$ cat config.mk
export PLATFORM = sky130hd
export DESIGN_NAME = piso_serial_ctrl
export DESIGN_NICKNAME = d
export VERILOG_FILES = /design/src/rtl/piso_serial_ctrl.sv
export SDC_FILE = /design/constraint.sdc
export NUM_CORES = 1
export LEC_CHECK = 0
export ABC_AREA = 0
export BUFFER_PORTS_ARGS = -buffer_cell sky130_fd_sc_hd__buf_2
export CORE_MARGIN = 5
export CORE_UTILIZATION = 47
export CTS_CLUSTER_DIAMETER = 100
export DETAILED_ROUTE_END_ITERATION = 10
export PLACE_DENSITY_LB_ADDON = 0.3
export SYNTH_ARGS = -nofsm -noshare
export SYNTH_HDL_FRONTEND = slang
export SYNTH_SLANG_ARGS = --single-unit
$ cat constraint.sdc
create_clock -name clk -period 3 [get_ports clk]
set_input_delay 0.45 -clock clk [delete_from_list [all_inputs] [get_ports clk]]
set_output_delay 0.45 -clock clk [all_outputs]
set_load 0.005 [all_outputs]
$ cat src/rtl/piso_serial_ctrl.sv
// piso_serial_ctrl: parallel-in/serial-out sequencing controller.
// Accepts a word over a valid/ready handshake and shifts it out MSB-first,
// one bit per clock. Frames are marked with frame_start/frame_end strobes,
// and a programmable idle gap is inserted between frames.
// Optional feature macro: PISO_PARITY_EN appends an even-parity bit to each
// frame. In that build, frame_end marks the parity bit instead of the data LSB.
//
// state   | meaning
// --------+--------------------------------------------------------------
// S_IDLE  | ready for a word; din_ready=1 once out of reset
// S_SHIFT | emitting data bits MSB-first, bitcnt counts 0..WIDTH-1
// S_PAR   | emitting the even-parity bit (PISO_PARITY_EN builds only)
// S_GAP   | idle gap of GAP cycles, sout_valid=0, busy=1

module piso_serial_ctrl #(
  parameter int WIDTH = 4,
  parameter int GAP   = 1
) (
  input  logic             clk,
  input  logic             reset,
  input  logic [WIDTH-1:0] din,
  input  logic             din_valid,
  output logic             din_ready,
  output logic             sout,
  output logic             sout_valid,
  output logic             frame_start,
  output logic             frame_end,
  output logic             busy
);

  localparam int BW = $clog2(WIDTH);
  localparam logic [BW-1:0] BIT_LAST = BW'(WIDTH - 1);
  localparam logic [3:0]    GAP_LAST = (GAP > 0) ? 4'(GAP - 1) : 4'd0;

  if (WIDTH < 2 || WIDTH > 32) begin : g_bad_width
    $error("piso_serial_ctrl: WIDTH must be in 2..32");
  end
  if (GAP < 0 || GAP > 15) begin : g_bad_gap
    $error("piso_serial_ctrl: GAP must be in 0..15");
  end

`ifdef PISO_PARITY_EN
  typedef enum logic [1:0] {
    S_IDLE  = 2'd0,
    S_SHIFT = 2'd1,
    S_GAP   = 2'd2,
    S_PAR   = 2'd3
  } state_t;
`else
  typedef enum logic [1:0] {
    S_IDLE  = 2'd0,
    S_SHIFT = 2'd1,
    S_GAP   = 2'd2
  } state_t;
`endif

  // With no gap the frame returns straight to IDLE.
  localparam state_t POST_FRAME = (GAP == 0) ? S_IDLE : S_GAP;

  state_t           state_q, state_d;
  logic [WIDTH-1:0] shreg_q, shreg_d;
  logic [BW-1:0]    bitcnt_q, bitcnt_d;
  logic [3:0]       gapcnt_q, gapcnt_d;
  // rdy_q keeps din_ready low while reset is held and goes high on the
  // first edge after release, so din_ready depends on registered state only.
  logic             rdy_q, rdy_d;
`ifdef PISO_PARITY_EN
  logic             par_q, par_d;
`endif

  // Register update with synchronous active-low reset.
  always_ff @(posedge clk) begin
    if (!reset) begin
      state_q  <= S_IDLE;
      shreg_q  <= '0;
      bitcnt_q <= '0;
      gapcnt_q <= '0;
      rdy_q    <= 1'b0;
`ifdef PISO_PARITY_EN
      par_q    <= 1'b0;
`endif
    end else begin
      state_q  <= state_d;
      shreg_q  <= shreg_d;
      bitcnt_q <= bitcnt_d;
      gapcnt_q <= gapcnt_d;
      rdy_q    <= rdy_d;
`ifdef PISO_PARITY_EN
      par_q    <= par_d;
`endif
    end
  end

  // Next-state logic: capture, shift, parity and gap counting.
  always_comb begin
    state_d  = state_q;
    shreg_d  = shreg_q;
    bitcnt_d = bitcnt_q;
    gapcnt_d = gapcnt_q;
    rdy_d    = 1'b1;
`ifdef PISO_PARITY_EN
    par_d    = par_q;
`endif
    case (state_q)
      S_IDLE: begin
        if (din_valid && din_ready) begin
          shreg_d  = din;
          bitcnt_d = '0;
          state_d  = S_SHIFT;
`ifdef PISO_PARITY_EN
          par_d    = ^din;
`endif
        end
      end
      S_SHIFT: begin
        shreg_d = {shreg_q[WIDTH-2:0], 1'b0};
        if (bitcnt_q == BIT_LAST) begin
`ifdef PISO_PARITY_EN
          state_d  = S_PAR;
`else
          state_d  = POST_FRAME;
          gapcnt_d = '0;
`endif
        end else begin
          bitcnt_d = bitcnt_q + 1'b1;
        end
      end
`ifdef PISO_PARITY_EN
      S_PAR: begin
        state_d  = POST_FRAME;
        gapcnt_d = '0;
      end
`endif
      S_GAP: begin
        if (gapcnt_q == GAP_LAST) begin
          state_d = S_IDLE;
        end else begin
          gapcnt_d = gapcnt_q + 1'b1;
        end
      end
      default: begin
        state_d = S_IDLE;
      end
    endcase
  end

  // Output decode from registered state only; no input reaches an output.
  always_comb begin
    din_ready   = 1'b0;
    sout        = 1'b0;
    sout_valid  = 1'b0;
    frame_start = 1'b0;
    frame_end   = 1'b0;
    busy        = (state_q != S_IDLE);
    case (state_q)
      S_IDLE: begin
        din_ready = rdy_q;
      end
      S_SHIFT: begin
        sout        = shreg_q[WIDTH-1];
        sout_valid  = 1'b1;
        frame_start = (bitcnt_q == '0);
`ifndef PISO_PARITY_EN
        frame_end   = (bitcnt_q == BIT_LAST);
`endif
      end
`ifdef PISO_PARITY_EN
      S_PAR: begin
        sout       = par_q;
        sout_valid = 1'b1;
        frame_end  = 1'b1;
      end
`endif
      default: begin
      end
    endcase
  end

endmodule

# After elaboration in Yosys (flattened, before gate mapping)
# Cells that the tools add are included.
totals:
  reg_bits: 13
  in_bits: 7
  out_inout_bits: 6
classes:
  n_addsub: 2
  eq_ne: 8
  mux: 18
  reduce_logical: 11
op_table:
  columns: ["operator", "n"]
  rows:
  - ["$pmux W4 S2", 2]
  - ["$mux W4", 3]
  - ["$mux W2", 5]
  - ["$ne A2 B2 Y1 const B", 5]
  - ["$reduce_and A3 Y1", 3]
  - ["$mux W1", 6]
  - ["$pmux W2 S3", 1]
  - ["$reduce_bool A2 Y1", 3]
  - ["$add A4 B1 Y4 const B", 1]
  - ["$eq A2 B2 Y1 const B", 2]
  - ["$logic_not A2 Y1", 2]
  - ["$logic_not A4 Y1", 1]
  - ["$pmux W2 S2", 1]
  - ["$add A2 B1 Y2 const B", 1]
  - ["$eq A2 B1 Y1 const B", 1]
  - ["$reduce_and A2 Y1", 1]
  - ["$logic_and A1 B1 Y1", 1]

# Longest topological paths before layout
# Gate-level depths: netlist of the first run.
logic_depth:
  ltp_word: 5
  depth_mapped: 5

# Worst setup path before layout of the first run
# OpenSTA, ideal clock, no wires.
synth_timing:
  kind: "reg2reg"
  startpoint: "register gapcnt_q[1]"
  endpoint: "register state_q[1]"
  setup_ns: 0.115
  arrival_ns: 1.191
  t_required_ns: 2.885
  slack_ns: 1.694
  path_stages_with_launch: 6
  path_buffers: 0
  path_cell_list: "dfxtp_1 -> inv_1 -> ha_1 -> or3b_4 -> and2_4 -> o21a_1"
synth_via:
  elab_chain_len: 3
synth_lines:
  columns: ["element", "line", "source"]
  rows:
  - ["start, declared", "63", "logic [3:0] gapcnt_q, gapcnt_d;"]
  - ["start signal, assigned", "86", "gapcnt_q <= gapcnt_d;"]
  - ["$logic_not A4 Y1", "135", "if (gapcnt_q == GAP_LAST) begin"]
  - ["$ne A2 B2 Y1 (no source line)", null, null]
  - ["$reduce_and A3 Y1 (no source line)", null, null]
  - ["end signal, assigned", "83", "state_q <= state_d;"]
  - ["end, declared", "60", "state_t state_q, state_d;"]
# No other way between the ends.
# A chain may end at the register's enable or synchronous reset.

# Final worst setup path of the first run
layout_timing:
  startpoint: "register state_q[0]"
  endpoint: "output sout"
layout_via:
  elab_chain_len: 2
layout_lines:
  columns: ["element", "line", "source"]
  rows:
  - ["$eq A2 B1 Y1", "155", "case (state_q)"]
  - ["$mux W1", "155", null]
  - ["end, declared", "24", "output logic sout,"]
# No other way between the ends.

==> results_dict.tcl, run 1 <==
set metrics [dict create \
    status "complete, no violations" \
    wl_per_cell_um 12.3 \
    grt-ovfl-total 0 \
    grt_pass1_wl_mm 2.13 \
    num_rows 14 \
    cap_viol_max_count 0 \
    slowest_delay_ps 500 \
    syn_area_per_cell_um2 9.04 \
    finalHoldViolCount 0 \
    clock_latency_ps 280 \
    initial_core_util_pct 48.6 \
    antenna_found_initial 0 \
    die_h_um 49.2 \
    numCtsBuffers 3 \
    diodes 0 \
    synth_top_area_share_pct 36.0 \
    crit_chain "nor2b_2 -> and2_1 -> buf_2" \
    postCtsSetupRepairBufs 0 \
    critPathSlowestCell "dfxtp_1" \
    criticalPathCategory "reg2out" \
    regArea_um2 260 \
    gp_congestion 0.762 \
    holdBufCountCts 0 \
    ys_top_cells_by_area "dfxtp_1, ha_1, mux2i_1, inv_1, a21oi_1" \
    fillers 128 \
    synth_edf_count 0 \
    core-area_mm2 0.00149 \
    first_iter_violations 6 \
    postRouteAntennaNets 0 \
    setup_tns_ps 0 \
    cp_data_required_time_ps 2550 \
    synthArstFlopShare_pct 0 \
    h-tree-depth 1 \
    start_kind "register" \
    via_per_inst 5.30 \
    netlist-cell-type-count 33 \
    clkSinkCount 13 \
    place_area_um2 769 \
    worst_setup_path_end_kind "output pin" \
    die_area_mm2 0.00242 \
    fin_cells 108 \
    worstMarginPinSlew_ps 371 \
    grt_max_degree 14 \
    power_density_mw_per_mm2 421 \
    wl_mm 1.32 \
    clk_pin_slew_ps 80 \
    area_growth_syn_to_layout_pct 10.0 \
    slew_viol_final 0 \
    nets 104 \
    ys_ff_latch 13 \
    synth_top_area_cell "dfxtp_1" \
    pin_count 13 \
    dp_cells 104 \
    rsz0062_at_grt "false" \
    hold_class "in2reg" \
    period_needed_ps 1880 \
    cts_tree "done" \
    syn_inst 80 \
    drt-pass1-iter-count 4 \
    synth_area_um2 723 \
    synthFlopType "dfxtp_1" \
    worst_slew_margin_rel_pct 75.2 \
    dieWidth_um 49.2 \
    cp_max_fo 10 \
    io_buffer_count 12 \
    whs_path_depth 1 \
    fin_area_um2 796 \
    multi_input_area_um2 395 \
    drive_above_1_share_pct 22.8 \
    fin_crit_sh_pct 62.7 \
    cts-root-buf "clkbuf_4" \
    crit_arrival_ps 1430 \
    grt_pass1_vias 470 \
    drc 0 \
    finalSetupViolations 0 \
    fin_skew_ps 2.34 \
    leakagePower_nw 0.352 \
    grtUsageTotal_pct 11.1 \
    postCtsResizedCells 0 \
    yosys_warnings 0 \
    ys_seq_area_share_pct 36.0 \
    vias 572 \
    cts_max_path_buffers 2 \
    whs_ps 411 \
    rr_worst_depth 5 \
    synthesis.nets 91 \
    fmax_ghz 0.532 \
    dp_hpwl_um 959 \
    ir_drop_uv 259 \
]
==> sequential cells by signal, indices dropped and copies added (netlist names) <==
register  cells
gapcnt_q      4
shreg_q       4
bitcnt_q      2
state_q       2
rdy_q         1
==> metal layers <==
| layer | vias up | part of all wire, % | GRT usage, % |
|---|---|---|---|
| met5 | - | 0 | 0 |
| met4 | 0 | 2.5 | 8.07 |
| met3 | 5 | 4.6 | 2.14 |
| met2 | 12 | 38 | 12.7 |
| met1 | 247 | 55 | 17.2 |
| li1 | 308 | - | - |
==> final timing paths <==
| check | start | to | slack, ps |
|---|---|---|---|
| max reg2reg | gapcnt_q[1]$_SDFFE_PN0P_ | gapcnt_q[1]$_SDFFE_PN0P_ | 1610 |
| max | state_q[0]$_SDFFE_PN0P_ | sout | 1120 |
| min | reset | rdy_q$_DFF_P_ | 410 |
| min reg2reg | shreg_q[0]$_SDFFE_PN0P_ | shreg_q[0]$_SDFFE_PN0P_ | 480 |
==> kinds of logic after synthesis <==
kind of cell	synth area share (%)
flops	36.0
simple gates	24.2
mux	5.54
compound gates	18.0
buf+inv	9.34
fa+ha+maj	6.92
==> critical path, delay by kind of cell (launching register included) <==
family	cells	cell delay [ps]
buf+inv	1	100
flops	1	500
simple gates	2	550
==> cells in the final DEF (no fill, tap or decap), drive strengths merged <==
cell type	synthesis	routed
o21ai	3	3
buf	3	12
and2b	1	1
nor2	3	3
nand3	4	4
o21a	1	1
o2111ai	1	1
and2	4	4
clkbuf	1	4
a21oi	6	6
a21o	1	1
nand3b	1	1
nor3	1	1
dfxtp	13	13
o41ai	1	1
nor2b	1	1
o32ai	1	1
nand4	3	3
or3b	1	1
and4bb	1	1
ha	4	4
and3	1	1
inv	9	9
nand2	3	3
o22ai	1	1
mux2i	4	4
or4	1	1
a211oi	3	3
or2	1	1
nand2b	1	1
o31ai	1	1
==> stage by stage <==
step / worst slack, ps / util [%] / power [W]
2_1_floorplan: 1690 / - / 0.000217
3_3_place_gp: 1480 / 51.7 / 0.000228
3_5_place_dp: 1440 / 51.7 / 0.000228
4_1_cts: 1120 / 53.4 / 0.000338
5_1_grt: 1000 / 53.4 / 0.000355
6_report: 1120 / 53.4 / 0.000335
==> report_power, final <==
| group | internal [W] | total (W) | leakage (nW) | switching [W] |
|---|---|---|---|---|
| registers | 0.000180 | 0.000186 | 0.106 | 0.00000628 |
| logic | 0.0000189 | 0.0000387 | 0.231 | 0.0000197 |
| clock network | 0.0000517 | 0.000111 | 0.0150 | 0.0000590 |
==> layout make-up <==
type                    instances  share of cell area (%)
multi-input cells              54                    49.7
flip-flops and latches         13                    32.7
repair buffers                 12                    7.55
inverters                       9                    4.25
clock buffers                   4                    3.30
well taps                      16                    2.52
==> Yosys cell counts, types with 2 or more instances <==
library cell,instances
a211oi_1,3
a21oi_1,6
and2_1,3
buf_6,2
dfxtp_1,13
ha_1,4
inv_1,9
mux2i_1,4
nand2_1,3
nand3_1,4
nand4_1,3
nor2_1,3
o21ai_0,3
Note: power is estimated with default switching activity, not from simulation.
==> run 2: changes to the inputs <==
clock period = 1.6 ns   (was 3 ns; I/O delays follow)
==> run 2 against run 1 <==
  * Die area did not move
  * Combinational power rose by 90%
  * Highest routed layer unchanged
  * Count of clock-buffer cells in the layout did not move
  * Largest power group unchanged
==> results_dict.tcl, run 2 (same netlist as run 1, synthesis figures left out) <==
set metrics [dict create \
    postRouteAntennaNets 0 \
    drt-pass1-iter-count 5 \
    holdBufCountCts 0 \
    antenna_found_initial 0 \
    clkSinkCount 13 \
    numCtsBuffers 3 \
    final_cell_mix "buf_2, dfxtp_1, inv_1" \
    first_iter_violations 23 \
    crit_arrival_ps 1230 \
    finalSetupViolations 0 \
    area_growth_syn_to_layout_pct 13.0 \
    via_per_inst 5.61 \
    cp_data_required_time_ps 1360 \
    grt_pass1_wl_mm 2.37 \
    pin_count 13 \
    die_area_mm2 0.00242 \
    grt_max_degree 14 \
    total_power_w 0.000627 \
    wl_per_cell_um 12.5 \
    wl_mm 1.35 \
    whs_ps 201 \
    place_area_um2 769 \
    p_comb_share_pct 11.7 \
    status "complete, no violations" \
    power_frac_seq_pct 55.8 \
    slew_viol_final 0 \
    ir_drop_uv 490 \
    cts-root-buf "clkbuf_4" \
    rsz0062_at_grt "false" \
    cp_max_fo 5 \
    multi_input_area_um2 413 \
    setup_tns_ps 0 \
    worst_setup_path_end_kind "output pin" \
    leakagePower_nw 0.350 \
    worstMarginPinSlew_ps 273 \
    cap_viol_max_count 0 \
    p_sw_w 0.000156 \
    postCtsSetupRepairBufs 0 \
    grt_pass1_vias 539 \
    place_ws_ps 227 \
    cts_max_path_buffers 2 \
    cts_tree "done" \
    period_needed_ps 1470 \
    fin_ws_ps 127 \
    clock_latency_ps 280 \
    die_h_um 49.2 \
    grt-ovfl-total 0 \
    core-area_mm2 0.00149 \
    drive_above_1_share_pct 28.3 \
    gp_congestion 0.745 \
    power_density_mw_per_mm2 768 \
    fin_area_um2 817 \
    regArea_um2 264 \
    vias 606 \
    num_rows 14 \
    io_buffer_count 12 \
    p_clk_share_pct 32.5 \
    fin_crit_sh_pct 92.1 \
    grtUsageTotal_pct 12.7 \
    criticalPathCategory "reg2out" \
    diodes 0 \
    finalHoldViolCount 0 \
    h-tree-depth 1 \
    fillers 141 \
    fmax_ghz 0.679 \
    reg_top3 "gapcnt_q x4, shreg_q x4" \
    worst_slew_margin_rel_pct 81.7 \
    fin_skew_ps 3.84 \
    clk_pin_slew_ps 80 \
    layout.cells.most_common "buf_2" \
    intPower_w 0.000471 \
    hold_class "in2reg" \
    nets 104 \
    switching_share_pct 24.9 \
    dieWidth_um 49.2 \
    dp_hpwl_um 995 \
    start_kind "register" \
    drc 0 \
    initial_core_util_pct 48.6 \
]
==> run 2: cell counts in the layout (fill, tap and decap cells not counted) <==
No cell type changed its count.
==> run 2: repair_timing <==
item / in CTS / in global routing
pin swaps: 0 / 0
resized for setup: 2 / 5
cloned: 0 / 0
hold endpoints to repair: 0 / 0
endpoints found under the setup margin: 3 / 3
==> run 2: critical path, stage by stage, from the launching register on <==
cell and delay (ps):
dfxtp_1 390, ha_4 170, nand3b_1 160, inv_2 120
buf_2 110
==> run 2: final timing paths <==
check                           slack (ps)                startpoint                       end  depth (start not counted)
worst max-delay path                   130  bitcnt_q[1]$_SDFFE_PN0P_                 frame_end                          4
worst min-delay path                   200                     reset             rdy_q$_DFF_P_                          1
worst max register to register         210  gapcnt_q[1]$_SDFFE_PN0P_  gapcnt_q[1]$_SDFFE_PN0P_                          5
worst min register to register         480   shreg_q[0]$_SDFFE_PN0P_   shreg_q[0]$_SDFFE_PN0P_                          2
==> run 2: through the flow <==
stage	std cells	util, %
CTS	108	53.9
detailed placement	104	51.7
global route	108	54.9
finish	108	54.9
floorplan	80	-
global placement	104	51.7
==> run 2: power groups by stage <==
stage / logic, W / registers [W] / clock network (W)
after floorplan: 0.0000568 / 0.000350 / 0
after detailed placement: 0.0000725 / 0.000356 / 0
after global routing: 0.0000835 / 0.000352 / 0.000236
final: 0.0000735 / 0.000350 / 0.000204
after global placement: 0.0000717 / 0.000355 / 0
after CTS: 0.0000739 / 0.000348 / 0.000213
==> run 2: per-layer routing <==
layer  vias up  track usage [%]  share of wire [%]
li1        306                -                  -
met1       279             16.5                 50
met2        16             16.5                 42
met3         5             3.98                4.9
met4         0             10.8                3.6
met5         -                0                  0
==> run 2: area by class of cell <==
cell class / instances / area share, %
Clock buffer: 4 / 3.22
Tap cell: 16 / 2.45
Timing Repair Buffer: 12 / 7.35
Multi-Input combinational cell: 54 / 50.5
Inverter: 9 / 4.13
Sequential cell: 13 / 32.3
